**src/rtl/wrr_packet_scheduler.sv**
```systemverilog
// wrr_packet_scheduler
//   Packet-granular weighted round-robin scheduler for one router output port.
//   A channel owns the output for a whole packet; beats are gated on
//   downstream credits and a registered pkt_done_o pulse follows the last beat.
//
// Ports
//   clk_i, rst_i        clock, asynchronous active-high reset
//   req_i               per-channel packet-head pending (held until granted)
//   len_i               per-channel packet length in beats (0 treated as 1)
//   weight_i            per-channel packets per turn (0 = disabled)
//   beat_fire_i         output beat handshake
//   credit_return_i     downstream freed one slot
//   grant_valid_o       packet in progress
//   grant_o/grant_id_o  one-hot / index of owning channel
//   beat_allow_o        a beat may be issued this cycle
//   credits_o           current downstream credit count
//   pkt_done_o          one-cycle pulse the cycle after the final beat
//
// Optional build macro SCHED_PMU_EN adds performance counters:
//   pmu_clear_i, pmu_pkt_cnt_o (per-channel packets), pmu_stall_cnt_o.
module wrr_packet_scheduler #(
  parameter int CHANNEL_NUMBER       = 5,
  parameter int CHANNEL_NUMBER_WIDTH = $clog2(CHANNEL_NUMBER),
  parameter int LEN_WIDTH            = 8,
  parameter int WEIGHT_WIDTH         = 4,
  parameter int CREDIT_MAX           = 8,
  parameter int CREDIT_INIT          = CREDIT_MAX,
  parameter int CREDIT_WIDTH         = $clog2(CREDIT_MAX+1)
) (
  input  logic                                  clk_i,
  input  logic                                  rst_i,
  input  logic [CHANNEL_NUMBER-1:0]             req_i,
  input  logic [CHANNEL_NUMBER*LEN_WIDTH-1:0]   len_i,
  input  logic [CHANNEL_NUMBER*WEIGHT_WIDTH-1:0] weight_i,
  input  logic                                  beat_fire_i,
  input  logic                                  credit_return_i,
  output logic                                  grant_valid_o,
  output logic [CHANNEL_NUMBER-1:0]             grant_o,
  output logic [CHANNEL_NUMBER_WIDTH-1:0]       grant_id_o,
  output logic                                  beat_allow_o,
  output logic [CREDIT_WIDTH-1:0]               credits_o,
  output logic                                  pkt_done_o
`ifdef SCHED_PMU_EN
  ,
  input  logic                                  pmu_clear_i,
  output logic [CHANNEL_NUMBER*32-1:0]          pmu_pkt_cnt_o,
  output logic [31:0]                           pmu_stall_cnt_o
`endif
);

  typedef enum logic {IDLE = 1'b0, BUSY = 1'b1} state_t;

  localparam int CNW = CHANNEL_NUMBER_WIDTH;

  state_t                                   state, state_nxt;
  logic [CHANNEL_NUMBER-1:0][LEN_WIDTH-1:0]    len_arr;
  logic [CHANNEL_NUMBER-1:0][WEIGHT_WIDTH-1:0] wgt_arr;
  logic [CHANNEL_NUMBER-1:0]                eligible;
  logic [CNW-1:0]                           rr_ptr, sel;
  logic                                     found;
  int                                       scan_idx;
  logic [WEIGHT_WIDTH-1:0]                  burst_cnt;
  logic [LEN_WIDTH-1:0]                     beats_left, len_sel;
  logic                                     beat_ok, last_beat, at_max;
  logic [WEIGHT_WIDTH:0]                    burst_inc;

  assign len_arr = len_i;
  assign wgt_arr = weight_i;

  always_comb begin
    for (int i = 0; i < CHANNEL_NUMBER; i++)
      eligible[i] = req_i[i] && (wgt_arr[i] != '0);
  end

  // First eligible channel at or above the pointer, wrapping modulo N.
  always_comb begin
    found    = 1'b0;
    sel      = '0;
    scan_idx = 0;
    for (int k = 0; k < CHANNEL_NUMBER; k++) begin
      scan_idx = int'(rr_ptr) + k;
      if (scan_idx >= CHANNEL_NUMBER) scan_idx = scan_idx - CHANNEL_NUMBER;
      if (!found && eligible[scan_idx]) begin
        found = 1'b1;
        sel   = CNW'(scan_idx);
      end
    end
  end

  assign len_sel       = len_arr[sel];
  assign grant_valid_o = (state == BUSY);
  assign beat_allow_o  = grant_valid_o && (credits_o != '0);
  assign beat_ok       = beat_fire_i && beat_allow_o;
  assign last_beat     = beat_ok && (beats_left == LEN_WIDTH'(1));
  assign at_max        = (credits_o == CREDIT_WIDTH'(CREDIT_MAX));
  assign burst_inc     = {1'b0, burst_cnt} + 1'b1;

  always_ff @(posedge clk_i or posedge rst_i) begin
    if (rst_i) state <= IDLE;
    else       state <= state_nxt;
  end

  always_comb begin
    state_nxt = state;
    case (state)
      IDLE:    if (found)     state_nxt = BUSY;
      BUSY:    if (last_beat) state_nxt = IDLE;
      default: state_nxt = IDLE;
    endcase
  end

  always_ff @(posedge clk_i or posedge rst_i) begin
    if (rst_i) begin
      grant_o    <= '0;
      grant_id_o <= '0;
      pkt_done_o <= 1'b0;
      rr_ptr     <= '0;
      burst_cnt  <= '0;
      beats_left <= '0;
    end else begin
      pkt_done_o <= 1'b0;
      if (state == IDLE) begin
        if (found) begin
          grant_o    <= CHANNEL_NUMBER'(1) << sel;
          grant_id_o <= sel;
          beats_left <= (len_sel == '0) ? LEN_WIDTH'(1) : len_sel;
          // A burst only continues on the pointer channel.
          if (sel != rr_ptr) burst_cnt <= '0;
        end
      end else if (beat_ok) begin
        beats_left <= beats_left - 1'b1;
        if (last_beat) begin
          pkt_done_o <= 1'b1;
          grant_o    <= '0;
          if (burst_inc < {1'b0, wgt_arr[grant_id_o]}) begin
            burst_cnt <= burst_inc[WEIGHT_WIDTH-1:0];
            rr_ptr    <= grant_id_o;
          end else begin
            burst_cnt <= '0;
            rr_ptr    <= (int'(grant_id_o) == CHANNEL_NUMBER-1) ? '0 : grant_id_o + 1'b1;
          end
        end
      end
    end
  end

  // Return and beat in the same cycle cancel; a return at max is dropped.
  always_ff @(posedge clk_i or posedge rst_i) begin
    if (rst_i) credits_o <= CREDIT_WIDTH'(CREDIT_INIT);
    else if (credit_return_i && !beat_ok) begin
      if (!at_max) credits_o <= credits_o + 1'b1;
    end else if (!credit_return_i && beat_ok) credits_o <= credits_o - 1'b1;
  end

`ifdef SCHED_PMU_EN
  logic [CHANNEL_NUMBER-1:0][31:0] pkt_cnt;
  assign pmu_pkt_cnt_o = pkt_cnt;

  always_ff @(posedge clk_i or posedge rst_i) begin
    if (rst_i) begin
      pkt_cnt         <= '0;
      pmu_stall_cnt_o <= '0;
    end else if (pmu_clear_i) begin
      pkt_cnt         <= '0;
      pmu_stall_cnt_o <= '0;
    end else begin
      if (last_beat) pkt_cnt[grant_id_o] <= pkt_cnt[grant_id_o] + 32'd1;
      if (grant_valid_o && credits_o == '0) pmu_stall_cnt_o <= pmu_stall_cnt_o + 32'd1;
    end
  end
`endif

endmodule

```
**config.mk**
```make
export PLATFORM = sky130hd
export DESIGN_NAME = wrr_packet_scheduler
export DESIGN_NICKNAME = d
export VERILOG_FILES = /design/src/rtl/wrr_packet_scheduler.sv
export SDC_FILE = /design/constraint.sdc
export NUM_CORES = 1
export LEC_CHECK = 0
export ABC_AREA = 1
export CELL_PAD_IN_SITES_DETAIL_PLACEMENT = 1
export CELL_PAD_IN_SITES_GLOBAL_PLACEMENT = 1
export CORE_ASPECT_RATIO = 0.75
export CORE_MARGIN = 2
export CORE_UTILIZATION = 30
export DETAILED_ROUTE_END_ITERATION = 10
export DONT_BUFFER_PORTS = 1
export PLACE_DENSITY_LB_ADDON = 0.1
export SLEW_MARGIN = 20
export SYNTH_ARGS = -nofsm -noshare
export SYNTH_HDL_FRONTEND = slang
export SYNTH_SLANG_ARGS = --single-unit
export TNS_END_PERCENT = 10
```
**constraint.sdc**
```tcl
create_clock -name clk_i -period 3.55 [get_ports clk_i]
set_input_delay 0.355 -clock clk_i [delete_from_list [all_inputs] [get_ports clk_i]]
set_output_delay 0.355 -clock clk_i [all_outputs]
set_load 0.005 [all_outputs]
```
---- Word-level counts from Yosys, hierarchy flattened ----
Index checks and enable logic that the tools add are counted.
Widths: inputs -> output; s select.
storage, ports and cells
  input port bits ......................... 69
  flip-flop bits (word level) ............. 29
cells by class
  add/sub/neg operators ................... 14
  eq/ne operators ......................... 7
  muxes and demuxes ....................... 59
  reductions and logical operators ........ 36
  $lt $le $gt $ge ......................... 13
  shift operators ......................... 1
  bitwise logic cells ..................... 1
operator list
  kind                 count
  $lt 32x5->1 const B  5
  $mux 32              5
  $mux 4               10
  $mux 8               5
  $bmux 8 s3           1
  $reduce_bool 4->1    6
  $mux 3               7
  $mux 1               20
  $mux 5               4
  $sub 4x3->5 const B  4
  $ge 4x3->1 const B   4
  $bmux 1 s3           5
  $logic_and 1x1->1    14
  $bmux 4 s3           1
  $add 3x2->4 const B  2
  $eq 8x1->1 const B   1
  $logic_not 8->1      1
  $lt 3x4->1 const B   2
  $sub 8x1->8 const B  1
  $logic_not 1->1      6
  $reduce_and 2->1     3
  $reduce_and 3->1     2
  $reduce_bool 2->1    3
  $add 4x1->5 const B  1
  17 further kinds     18

---- Longest topological paths before layout ----
  depth after elaboration ................. 24
  gate-level depth with buffers ........... 32

---- Least setup slack after synthesis ----
Ideal clock, no wire load.
  path type ............................... register to register
  start point ............................. reg rr_ptr[1]
  end point ............................... reg beats_left[0]
  stages on the path, launching flop included .. 25
  path buffers ............................ 1
  arrival ................................. 3.186 ns
  period minus slack after synthesis ...... 3.252 ns
  data required time ...................... 3.484 ns
  setup slack ............................. 0.298 ns
  setup time .............................. 0.066 ns
  cell sequence ........................... dfrtp_1 -> inv_1 -> ha_1 -> inv_1 -> ha_1 -> a21oi_2 -> nand2_2 -> o21ai_1 -> nand2_1 -> nand3_1 -> nand3_4 -> inv_2 -> nand2_1 -> o21ai_2 -> o21bai_2 -> buf_6 -> nand2_1 -> nand2_1 -> a21oi_1 -> nand2_1 -> nor2_1 -> nand2_1 -> nand2_1 -> nand2_1 -> nand2_1
on the way
  cells in the longest elaborated chain, start to end .. 24
  elaborated cells between the ends (all ways) .. 60
  classes of those cells .................. 9 x add/sub; 5 x order compare; 35 x mux; 11 x reduce/logical
RTL lines
  element                                                               line  RTL
  from (decl)                                                           59    logic [CNW-1:0] rr_ptr, sel;
  from (signal assigned)                                                137   rr_ptr <= grant_id_o;
  from (signal assigned)                                                140   rr_ptr <= (int'(grant_id_o) == CHANNEL_NUMBER-1) ? '0 : grant_id_o + 1'b1;
  parallel branches: the longest is 24 deep, another holds $sub 4x3->5  -
  to (signal assigned)                                                  126   beats_left <= (len_sel == '0) ? LEN_WIDTH'(1) : len_sel;
  to (signal assigned)                                                  131   beats_left <= beats_left - 1'b1;
  to (decl)                                                             63    logic [LEN_WIDTH-1:0] beats_left, len_sel;
Several ways; the timed one is not identified. The select of a mux whose other input is x is not followed.
A chain may end at the register's enable or synchronous reset.

---- Final worst setup path ----
Ends and elaborated chain as after synthesis.

==> impl_metrics.yaml <==
worst_setup_path:
  slowest_delay_ns: 0.40
  cp_max_fo: 8
  reg2reg_to: "beats_left[0]"
  worstSetupPathType: "register to register"
  rrSetupSlack_ns: 0.26
  endpoint_kind: "register"
  reg2reg_depth: 29
  worst_setup_path_start_kind: "register"
  crit_arrival_ns: 3.46
  crit_buf_inv: 6
  cpLargestDelayFamily: "simple AND/OR/NAND/NOR gates"
  crit_top_cell: "nand2_1"
  r2r_start: "rr_ptr[1]"
  slowest_stage: "dfrtp_1"
  worstPathRequired_ns: 3.72
sta:
  setup_viol: 0
  whs_ns: 0.0454
  fin_crit_sh: 0.928
  worst_slew_pin_slew_ns: 0.605
  maxSlewHeadroom: 0.592
  max_freq_mhz: 304
  skew_ns: 0.00492
  drv_slew: 0
  finalHoldViolCount: 0
  min_period_ns: 3.29
detailed_routing:
  drt_first_pass_iters: 4
  detail-route-antenna-nets: 0
  drt-total-wl_um: 12800
  drc_errors: 0
  viasPerCell: 5.02
  vias: 3824
  first_iter_violations: 139
  post_drt_wl_per_cell_um: 16.8
die:
  design.die.area_mm2: 0.0127
  die_w_um: 129
  ioPinCount: 84
  chipHeight_um: 97.9
  rows: 34
  start_util: 0.306
  core_mm2: 0.0115
synth:
  synth_common_cells: "nand2_1, inv_1, nand3_1, nor2_1, o21ai_0"
  synth_top_cell_area_share: 0.199
  synth_edf_count: 0
  synth_ff_type: "dfrtp_1"
  yosysTopAreaCell: "dfrtp_1"
  yosys_register_bits: 29
  yosysUniqueCellTypes: 48
  avgSynthCellArea_um2: 6.35
  syn_nets: 649
  synth_cells: 556
  synth_seq_area_share: 0.206
  netlist_area_mm2: 0.00353
  ys_warn_count: 0
  synth_area_leaders: "dfrtp_1, nand2_1, ha_1"
  synth_most_common_cell: "nand2_1"
  async_flop_share: 1.00
grt:
  grt_pass1_wl_um: 19600
  grtUsageTotal: 0.192
  grt_pass1_vias: 3819
  antenna_found_initial: 0
  grt_start_max_net_pins: 30
  grt.overflow.total: 0
clock_network:
  clkLatencyLatePin_ns: 0.27
  clkSinkCount: 29
  ctsHtreeMaxLevel: 2
  clockRootBuffer: "clkbuf_16"
  hold_buffers: 0
  cts_made_buffers: 5
  clk_path_buf_depth: 2
  clk_pin_slew_ns: 0.06
  cts_tree: "yes"
finish:
  drive_above_1_share: 0.257
  final_cell_area_mm2: 0.00470
  layout.nets: 692
  area_delta_synth_final_pct: 33.0
  layout.cells.non_filler: 762
  fin_util: 0.407
  diodes: 0
placement:
  dpl.cell_count: 723
  io_buffers: 0
  place_area_mm2: 0.00379
  dp_hpwl_um: 9750
  gp_congestion: 0.829
worst_hold_path:
  hp-class: "input pin to asynchronous set/reset pin"
job:
  drv_cap: 0
run_status:
  outcome: "completed"
-- per-stage QoR --
stage / setup slack (ns) / TNS, ns
2_1_floorplan: 0.298 / 0
3_3_place_gp: -0.0897 / -0.406
3_5_place_dp: -0.197 / -1.38
4_1_cts: 0.0103 / 0
5_1_grt: -0.0373 / -0.0373
6_report: 0.256 / 0
-- worst reg2reg max path: cells and delay by family (launching register included) --
kind	cells	cell delay [ns]
buffers and inverters	6	0.76
and+or+nand+nor	21	1.73
AOI/OAI and AO/OA	1	0.09
DFF	1	0.40
adders and majority gates	1	0.20
-- how the worst max path moves through the flow --
stage | end | slack, ns | cells past startpoint | startpoint
floorplan | beats_left[0] | 0.30 | 24 | rr_ptr[1]
global placement | beats_left[0] | -0.09 | 20 | rr_ptr[2]
detailed placement | beats_left[0] | -0.20 | 20 | rr_ptr[2]
CTS | beats_left[0] | 0.01 | 23 | rr_ptr[1]
global route | beats_left[0] | -0.04 | 26 | rr_ptr[1]
finish | beats_left[0] | 0.26 | 29 | rr_ptr[1]
-- layout make-up --
cell class,instances,area [um2]
Tap cell,162,203
Clock buffer,6,139
Inverter,70,275
Fill cell,1465,6830
Sequential cell,29,729
Timing Repair Buffer,49,508
Multi-Input combinational cell,444,2800
Clock inverter,2,37.5
-- cells in the final DEF (no fill, tap or decap), types with 3 or more instances in the layout --
master and count:
inv_4 5, buf_4 35, xor2_1 6, a21boi_2 4, nand3_1 36, nand4_1 22, buf_12 4, nand3_2 14
o21ai_0 30, o21ai_2 5, inv_1 55, o22ai_1 3, nor2_4 3, o211ai_1 4, clkbuf_16 8, ha_1 17
nand3_4 6, buf_6 4, nor2_1 31, nand2_1 166, nand2_4 10, o21ai_1 6, buf_8 3, inv_2 9
o31ai_1 3, ha_4 6, dfrtp_1 26, nand2_2 12, a21oi_1 25
-- cell families (layout without fill, tap and decap cells) --
| logic type | after synthesis | in the layout | share of synthesized area |
|---|---|---|---|
| and+or+nand+nor | 310 | 311 | 0.412 |
| AOI/OAI and AO/OA | 98 | 98 | 0.167 |
| buffers and inverters | 84 | 127 | 0.0989 |
| DFF | 29 | 29 | 0.206 |
| adders and majority gates | 24 | 24 | 0.0872 |
| xor gates and xnor gates | 9 | 9 | 0.0223 |
| muxes | 2 | 2 | 0.00603 |
-- routing by layer --
metal,wire [um],global-route usage,vias up
met5,0,0,-
met2,5650,0.301,80
met1,6390,0.286,1811
met3,633,0.0268,6
li1,-,-,1927
met4,102,0.0276,0
-- state kept, by name (all words and copies together) (netlist names) --
name and flops:
beats_left 8, grant_o 5, burst_cnt 4, credits_o 4, grant_id_o 3, rr_ptr 3, grant_valid_o 1, pkt_done_o 1
-- repair_timing --
item / 4_1_cts / 5_1_grt
endpoints found under the setup margin: 12 / 12
cloned: 0 / 4
pin swaps: 1 / 21
gates resized for setup: 4 / 96
buffers inserted: 0 / 27
Power is not shown: default switching activity piles up to over one toggle a cycle in this logic, so the estimate is an artifact.
